File: config.mk
export PLATFORM = sky130hd
export DESIGN_NAME = count_source_sel_flat
export DESIGN_NICKNAME = d
export VERILOG_FILES = /design/src/rtl/count_source_sel_pkg.sv /design/src/rtl/count_source_sel_if.sv /design/src/rtl/count_source_sel_edge_sync_det.sv /design/src/rtl/count_source_sel.sv /design/src/flat_wrapper.sv
export SDC_FILE = /design/constraint.sdc
export NUM_CORES = 1
export LEC_CHECK = 0
export BUFFER_PORTS_ARGS = -buffer_cell sky130_fd_sc_hd__buf_4
export CAP_MARGIN = 20
export CORE_MARGIN = 3
export CORE_UTILIZATION = 50
export CTS_CLUSTER_SIZE = 20
export DETAILED_ROUTE_END_ITERATION = 8
export GPL_ROUTABILITY_DRIVEN = 0
export PLACE_DENSITY = 0.68
export SETUP_SLACK_MARGIN = 0.1
export SYNTH_ARGS = -nofsm -noshare
export SYNTH_HDL_FRONTEND = slang
export SYNTH_SLANG_ARGS = --single-unit
File: constraint.sdc
create_clock -name iClk -period 2.4 [get_ports iClk]
set_input_delay 0.24 -clock iClk [delete_from_list [all_inputs] [get_ports iClk]]
set_output_delay 0.24 -clock iClk [all_outputs]
set_load 0.02 [all_outputs]
File: src/rtl/count_source_sel_pkg.sv
// Shared constants for the counter count-source selector.
// Mode and FSM encodings plus a selection validity helper.
package cnt_src_pkg;

  localparam logic [2:0] MODE_STOP = 3'd0;
  localparam logic [2:0] MODE_TICK = 3'd1;
  localparam logic [2:0] MODE_RISE = 3'd2;
  localparam logic [2:0] MODE_FALL = 3'd3;
  localparam logic [2:0] MODE_ANY  = 3'd4;

  localparam logic [1:0] ST_IDLE  = 2'd0;
  localparam logic [1:0] ST_BLANK = 2'd1;
  localparam logic [1:0] ST_RUN   = 2'd2;

  function automatic logic sel_bad(
    input int         ch,
    input logic [2:0] mode,
    input int         n_ch
  );
    return (ch >= n_ch) || (mode > MODE_ANY);
  endfunction

endpackage

File: src/rtl/count_source_sel_if.sv
// Board-side bundle of the count-source selector.
// master drives the selection and inputs, slave returns pulses/status.
interface count_source_sel_if #(
  parameter int N_CH    = 4,
  parameter int PRESC_W = 16
);
  localparam int CH_W = (N_CH > 1) ? $clog2(N_CH) : 1;

  logic               iEnable;
  logic [N_CH-1:0]    ivIn;
  logic [CH_W-1:0]    ivChan;
  logic [2:0]         ivMode;
  logic [PRESC_W-1:0] ivPrescale;
  logic               oPulse;
  logic               oChanged;
  logic               oActive;
  logic               oSelErr;

  modport master (
    output iEnable, ivIn, ivChan,
    output ivMode, ivPrescale,
    input  oPulse, oChanged,
    input  oActive, oSelErr
  );

  modport slave (
    input  iEnable, ivIn, ivChan,
    input  ivMode, ivPrescale,
    output oPulse, oChanged,
    output oActive, oSelErr
  );

endinterface

File: src/rtl/count_source_sel_edge_sync_det.sv
// Per-channel synchroniser with previous-value flop.
// Produces rise/fall/any-edge strobes from the synchronised level.
module edge_sync_det #(
  parameter int SYNC_STAGES = 2
) (
  input  logic iClk,
  input  logic iReset,
  input  logic iIn,
  output logic oRise,
  output logic oFall,
  output logic oAny
);

  logic [SYNC_STAGES-1:0] r_sync;
  logic                   r_prev;
  logic                   w_s;

  assign w_s = r_sync[SYNC_STAGES-1];

  always_ff @(posedge iClk) begin
    if (iReset) begin
      r_sync <= '0;
      r_prev <= 1'b0;
    end else begin
      r_sync <= {r_sync[SYNC_STAGES-2:0], iIn};
      r_prev <= w_s;
    end
  end

  assign oRise = w_s & ~r_prev;
  assign oFall = ~w_s & r_prev;
  assign oAny  = w_s ^ r_prev;

endmodule

File: src/rtl/count_source_sel.sv
// Count-source selector: picks a synchronised channel edge or a
// prescaled tick and emits a registered one-cycle count pulse.
module count_source_sel
  import cnt_src_pkg::*;
#(
  parameter int N_CH        = 4,
  parameter int SYNC_STAGES = 2,
  parameter int PRESC_W     = 16
) (
  input  logic              iClk,
  input  logic              iReset,
  count_source_sel_if.slave bus
);

  localparam int CH_W = (N_CH > 1) ? $clog2(N_CH) : 1;
  localparam int BC_W = $clog2(SYNC_STAGES + 2);
  localparam logic [BC_W-1:0] BLANK_LEN =
    BC_W'(SYNC_STAGES + 1);

  logic [N_CH-1:0]    w_rise;
  logic [N_CH-1:0]    w_fall;
  logic [N_CH-1:0]    w_any;

  logic [CH_W-1:0]    r_ch;
  logic [2:0]         r_mode;
  logic [1:0]         r_state;
  logic [BC_W-1:0]    r_bcnt;
  logic [PRESC_W-1:0] r_presc;
  logic               r_pulse;
  logic               r_chg;
  logic               r_selerr;

  logic w_change;
  logic w_new_err;
  logic w_held_ok;
  logic w_ch_rise;
  logic w_ch_fall;
  logic w_ch_any;
  logic w_tick;
  logic w_event;

  for (genvar g = 0; g < N_CH; g++) begin : g_ch
    edge_sync_det #(
      .SYNC_STAGES(SYNC_STAGES)
    ) u_det (
      .iClk  (iClk),
      .iReset(iReset),
      .iIn   (bus.ivIn[g]),
      .oRise (w_rise[g]),
      .oFall (w_fall[g]),
      .oAny  (w_any[g])
    );
  end

  assign w_change = (bus.ivChan != r_ch) ||
                    (bus.ivMode != r_mode);

  assign w_new_err = sel_bad(int'(bus.ivChan),
                             bus.ivMode, N_CH);

  assign w_held_ok = !sel_bad(int'(r_ch), r_mode, N_CH) &&
                     (r_mode != MODE_STOP);

  assign w_tick = (r_presc == bus.ivPrescale);

  // Compare-based mux: an out-of-range channel selects nothing.
  always_comb begin
    w_ch_rise = 1'b0;
    w_ch_fall = 1'b0;
    w_ch_any  = 1'b0;
    for (int i = 0; i < N_CH; i++) begin
      if (int'(r_ch) == i) begin
        w_ch_rise = w_rise[i];
        w_ch_fall = w_fall[i];
        w_ch_any  = w_any[i];
      end
    end
  end

  always_comb begin
    w_event = 1'b0;
    unique case (r_mode)
      MODE_TICK: w_event = w_tick;
      MODE_RISE: w_event = w_ch_rise;
      MODE_FALL: w_event = w_ch_fall;
      MODE_ANY:  w_event = w_ch_any;
      default:   w_event = 1'b0;
    endcase
  end

  always_ff @(posedge iClk) begin
    if (iReset) begin
      r_ch     <= '0;
      r_mode   <= MODE_STOP;
      r_state  <= ST_IDLE;
      r_bcnt   <= '0;
      r_presc  <= '0;
      r_pulse  <= 1'b0;
      r_chg    <= 1'b0;
      r_selerr <= 1'b0;
    end else begin
      r_chg   <= w_change;
      r_pulse <= 1'b0;
      if (w_change) begin
        // A change always wins over a same-cycle event.
        r_ch     <= bus.ivChan;
        r_mode   <= bus.ivMode;
        r_selerr <= w_new_err;
        r_bcnt   <= BLANK_LEN;
        r_state  <= ST_BLANK;
      end else begin
        unique case (r_state)
          ST_BLANK: begin
            r_bcnt <= r_bcnt - 1'b1;
            if (r_bcnt == BC_W'(1)) begin
              r_presc <= '0;
              r_state <= w_held_ok ? ST_RUN : ST_IDLE;
            end
          end
          ST_RUN: begin
            r_pulse <= bus.iEnable & w_event;
            if (bus.iEnable && r_mode == MODE_TICK)
              r_presc <= w_tick ? '0 : r_presc + 1'b1;
          end
          default: r_state <= ST_IDLE;
        endcase
      end
    end
  end

  assign bus.oPulse   = r_pulse;
  assign bus.oChanged = r_chg;
  assign bus.oActive  = (r_state == ST_RUN);
  assign bus.oSelErr  = r_selerr;

endmodule
File: src/flat_wrapper.sv
// flat-port wrapper written by rule: the top's interface ports become plain ports
module count_source_sel_flat import cnt_src_pkg::*;
#(
  parameter int N_CH        = 4,
  parameter int SYNC_STAGES = 2,
  parameter int PRESC_W     = 16
)
  (iClk, iReset, bus_iEnable, bus_ivIn, bus_ivChan, bus_ivMode, bus_ivPrescale, bus_oPulse, bus_oChanged, bus_oActive, bus_oSelErr);
  count_source_sel_if #(.N_CH(N_CH), .PRESC_W(PRESC_W)) bus_i ();
  input  logic iClk;
  input  logic iReset;
  input wire logic [$bits(bus_i.iEnable)-1:0] bus_iEnable;
  input wire logic [$bits(bus_i.ivIn)-1:0] bus_ivIn;
  input wire logic [$bits(bus_i.ivChan)-1:0] bus_ivChan;
  input wire logic [$bits(bus_i.ivMode)-1:0] bus_ivMode;
  input wire logic [$bits(bus_i.ivPrescale)-1:0] bus_ivPrescale;
  output wire logic [$bits(bus_i.oPulse)-1:0] bus_oPulse;
  output wire logic [$bits(bus_i.oChanged)-1:0] bus_oChanged;
  output wire logic [$bits(bus_i.oActive)-1:0] bus_oActive;
  output wire logic [$bits(bus_i.oSelErr)-1:0] bus_oSelErr;
  assign bus_i.iEnable = bus_iEnable;
  assign bus_i.ivIn = bus_ivIn;
  assign bus_i.ivChan = bus_ivChan;
  assign bus_i.ivMode = bus_ivMode;
  assign bus_i.ivPrescale = bus_ivPrescale;
  assign bus_oPulse = bus_i.oPulse;
  assign bus_oChanged = bus_i.oChanged;
  assign bus_oActive = bus_i.oActive;
  assign bus_oSelErr = bus_i.oSelErr;
  count_source_sel #(.N_CH(N_CH), .SYNC_STAGES(SYNC_STAGES), .PRESC_W(PRESC_W)) u_core (.iClk(iClk), .iReset(iReset), .bus(bus_i));
endmodule
==> summary.md <==
| Metric | Value |
|---|---|
| Util after Layout | 62.1% |
| Pre-antenna DRT Iters | 4 |
| Final count of hold timing violations | 0 |
| Final wirelength | 4440 um |
| Synth Register Bits | 40 |
| HPWL after DPL | 3280 um |
| Initial antenna violation count | 0 |
| Post-DP Area | 2430 sq um |
| Top-count cell post-synth | dfxtp_1 |
| Synthesized area | 2150 sq um |
| CP bufs+invs | 0 |
| Die W | 71.6 um |
| Clock Latency Late Sink | 290 ps |
| Average cell area after synthesis | 9.40 sq um |
| Setup TNS Final | 0 ps |
| Multi-input logic area | 1250 sq um |
| Crit path max fanout | 7 |
| Synth warnings | 0 |
| Commonest register cell after synthesis | dfxtp_1 |
| Fin crit share | 85.7% |
| Area grow syn2layout | 17.9% |
| Post-CTS setup repair buffer count | 0 |
| CTS Hold Bufs | 0 |
| Maximum vdd ir drop | 0.341 mV |
| Max Freq | 0.486 GHz |
| Most area-hungry cell type in the Yosys netlist | dfxtp_1 |
| # DRC | 0 |
| Max incr delay on CP | 500 ps |
| Vias per std cell | 5.50 |
| Rows | 23 |
| Largest net degree at the start of global routing | 27 |
| Hold WC Path Type | in2reg |
| Final number of max-transition violations | 0 |
| Total CTS buffers | 5 |
| Smallest hold slack | 153 ps |
| Pwr dens | 549 nW/um^2 |
| Total Power | 1.39 mW |
| Status | completed |
| Clk slew on worst S/H paths | 80 ps |
| Ys async rst share | 0% |
| CTS tree | built |
| First-pass GRT wire length | 7510 um |
| Vias | 1715 |
| Slew HR | 64.8% |
| Die H | 71.6 um |
| Cell variety after synth | 47 |
| Wirelength per Cell | 14.2 um |
| Clk buf depth | 2 |
| Diodes inserted | 0 |
| Pin slew with the least headroom to its limit | 526 ps |
| Startpoint type of the worst setup path | register |
| Initial core utilization | 52.7% |
| CP delay by family, top | simple AND/OR/NAND/NOR gates |
| Layout cells sized above 1 | 21.0% |
| Post_cts resized | 0 |
| Register area | 801 sq um |
| Synth area leaders | dfxtp_1 (37%), xor2_1 (6.9%), ha_1 (6.4%), xnor2_1 (5.3%), nor2b_1 (4.7%) |
| Total grt overflow | 0 |
| Final Instance Area | 2540 sq um |
| Initial DRC count | 146 |
| MaxCap Viol Count | 0 |
| Final setup violation count | 0 |
| H-tree levels | 2 |
| IO buf count | 31 |
| Final Critical Period | 2060 ps |
| Clock Skew | 9.74 ps |
| WP data required | 2570 ps |
| Die area | 5130 sq um |
| Sink Count | 40 |
| Post-Synthesis Cells | 229 |
| Core ar. | 4090 sq um |
| Final ANT Viol Nets | 0 |
| Post-synth EDFFs | 0 |
| Commonest cells in the netlist | dfxtp_1 (40), nor2_1 (17), xor2_1 (17) |
| Post-synth top area share | 37.2% |
| GRT Overall Usage | 18.7% |
| Clock root cell | clkbuf_8 |
| CP Cell Sequence | xor2_1 > nor4_1 > nand4_1 > a2111oi_0 > nor3_1 |
| Post-synth net total | 268 |
| Crit path DAT | 2230 ps |
| Vias in the first global route | 1597 |
| Register area share after synthesis | 37.2% |
| Critical path's slowest cell | a2111oi_0 |
| Fillers | 379 |
| RSZ-0062 raised after global routing | no |
| Nets@finish | 300 |
| Static Leak | 0.995 nW |
| Crit Path Category | reg2reg |
| I/O pins | 32 |
| Crit. End Element | register |
==> metal layers <==
metal	vias up	global-route usage, %	wire (um)
met2	51	28.5	1940
met1	797	26.4	2200
met5	-	0	0
li1	862	-	-
met3	5	4.63	264
met4	0	5.43	39
==> path summary, 6_finish.rpt <==
| path | from | end | slack (ps) | depth (start not counted) |
|---|---|---|---|---|
| worst max-delay path | u_core.r_presc[5] | u_core.r_presc[13] | 340 | 5 |
| worst min-delay path | bus_ivIn[1] | u_core.g_ch[1].u_det.r_sync[0] | 150 | 2 |
| worst max register to register | u_core.r_presc[5] | u_core.r_presc[13] | 340 | 5 |
| worst min register to register | u_core.g_ch[3].u_det.r_sync[0] | u_core.g_ch[3].u_det.r_sync[1] | 440 | 1 |
==> power by group <==
part           total [mW]  internal [mW]  switching (mW)
sequential          0.695          0.681          0.0140
clock               0.544          0.309           0.235
combinational       0.155         0.0778          0.0770
total                1.39           1.07           0.326
==> layout make-up <==
cell class / count / area share, %
clock buffer: 6 / 2.86
clock inverter: 2 / 1.38
inverter: 15 / 2.22
multi-input combinational: 165 / 49.5
sequential: 40 / 31.6
tap: 50 / 2.47
timing repair buffer: 34 / 10.1
==> cell families after synthesis <==
family / after synthesis / synth area share [%]
AO/OA/AOI/OAI: 30 / 10.4
XOR/XNOR: 30 / 12.2
adder cells (fa/ha/maj): 11 / 6.40
buffers and inverters: 24 / 4.48
flip-flops: 40 / 37.2
multiplexers: 4 / 3.60
AND/OR/NAND/NOR: 90 / 25.7
==> sequential cells by signal, summed over array words and instances, names as in the netlist <==
name                      cells
u_core.r_bcnt                 2
u_core.r_ch                   2
u_core.bus.oPulse             1
u_core.g_ch.u_det.r_sync      8
u_core.r_mode                 3
u_core.bus.oSelErr            1
u_core.g_ch.u_det.r_prev      4
u_core.bus.oChanged           1
u_core.r_state                2
u_core.r_presc               16
==> placed cells by master, fill, tap and decap left out, types with 7 or more instances in the layout <==
| master | instances |
|---|---|
| dfxtp_1 | 40 |
| buf_4 | 34 |
| nor2_1 | 17 |
| xor2_1 | 17 |
| nor2b_1 | 16 |
| a21oi_1 | 15 |
| inv_1 | 14 |
| xnor2_1 | 13 |
| ha_1 | 11 |
| nand2_1 | 9 |
| nand3_1 | 8 |
| nor4_1 | 7 |
==> per-stage QoR <==
step	instances	worst slack, ps
4_1_cts	312	334
3_3_place_gp	304	384
2_1_floorplan	229	658
3_5_place_dp	304	366
5_1_grt	312	202
6_report	312	343
==> worst register-to-register path, delay by kind of cell, from the launching register on <==
family / cells / cell delay [ps]
compound gates: 1 / 500
xor+xnor: 1 / 180
flops: 1 / 360
simple gates: 3 / 890
Note: power is estimated with default switching activity, not from simulation.
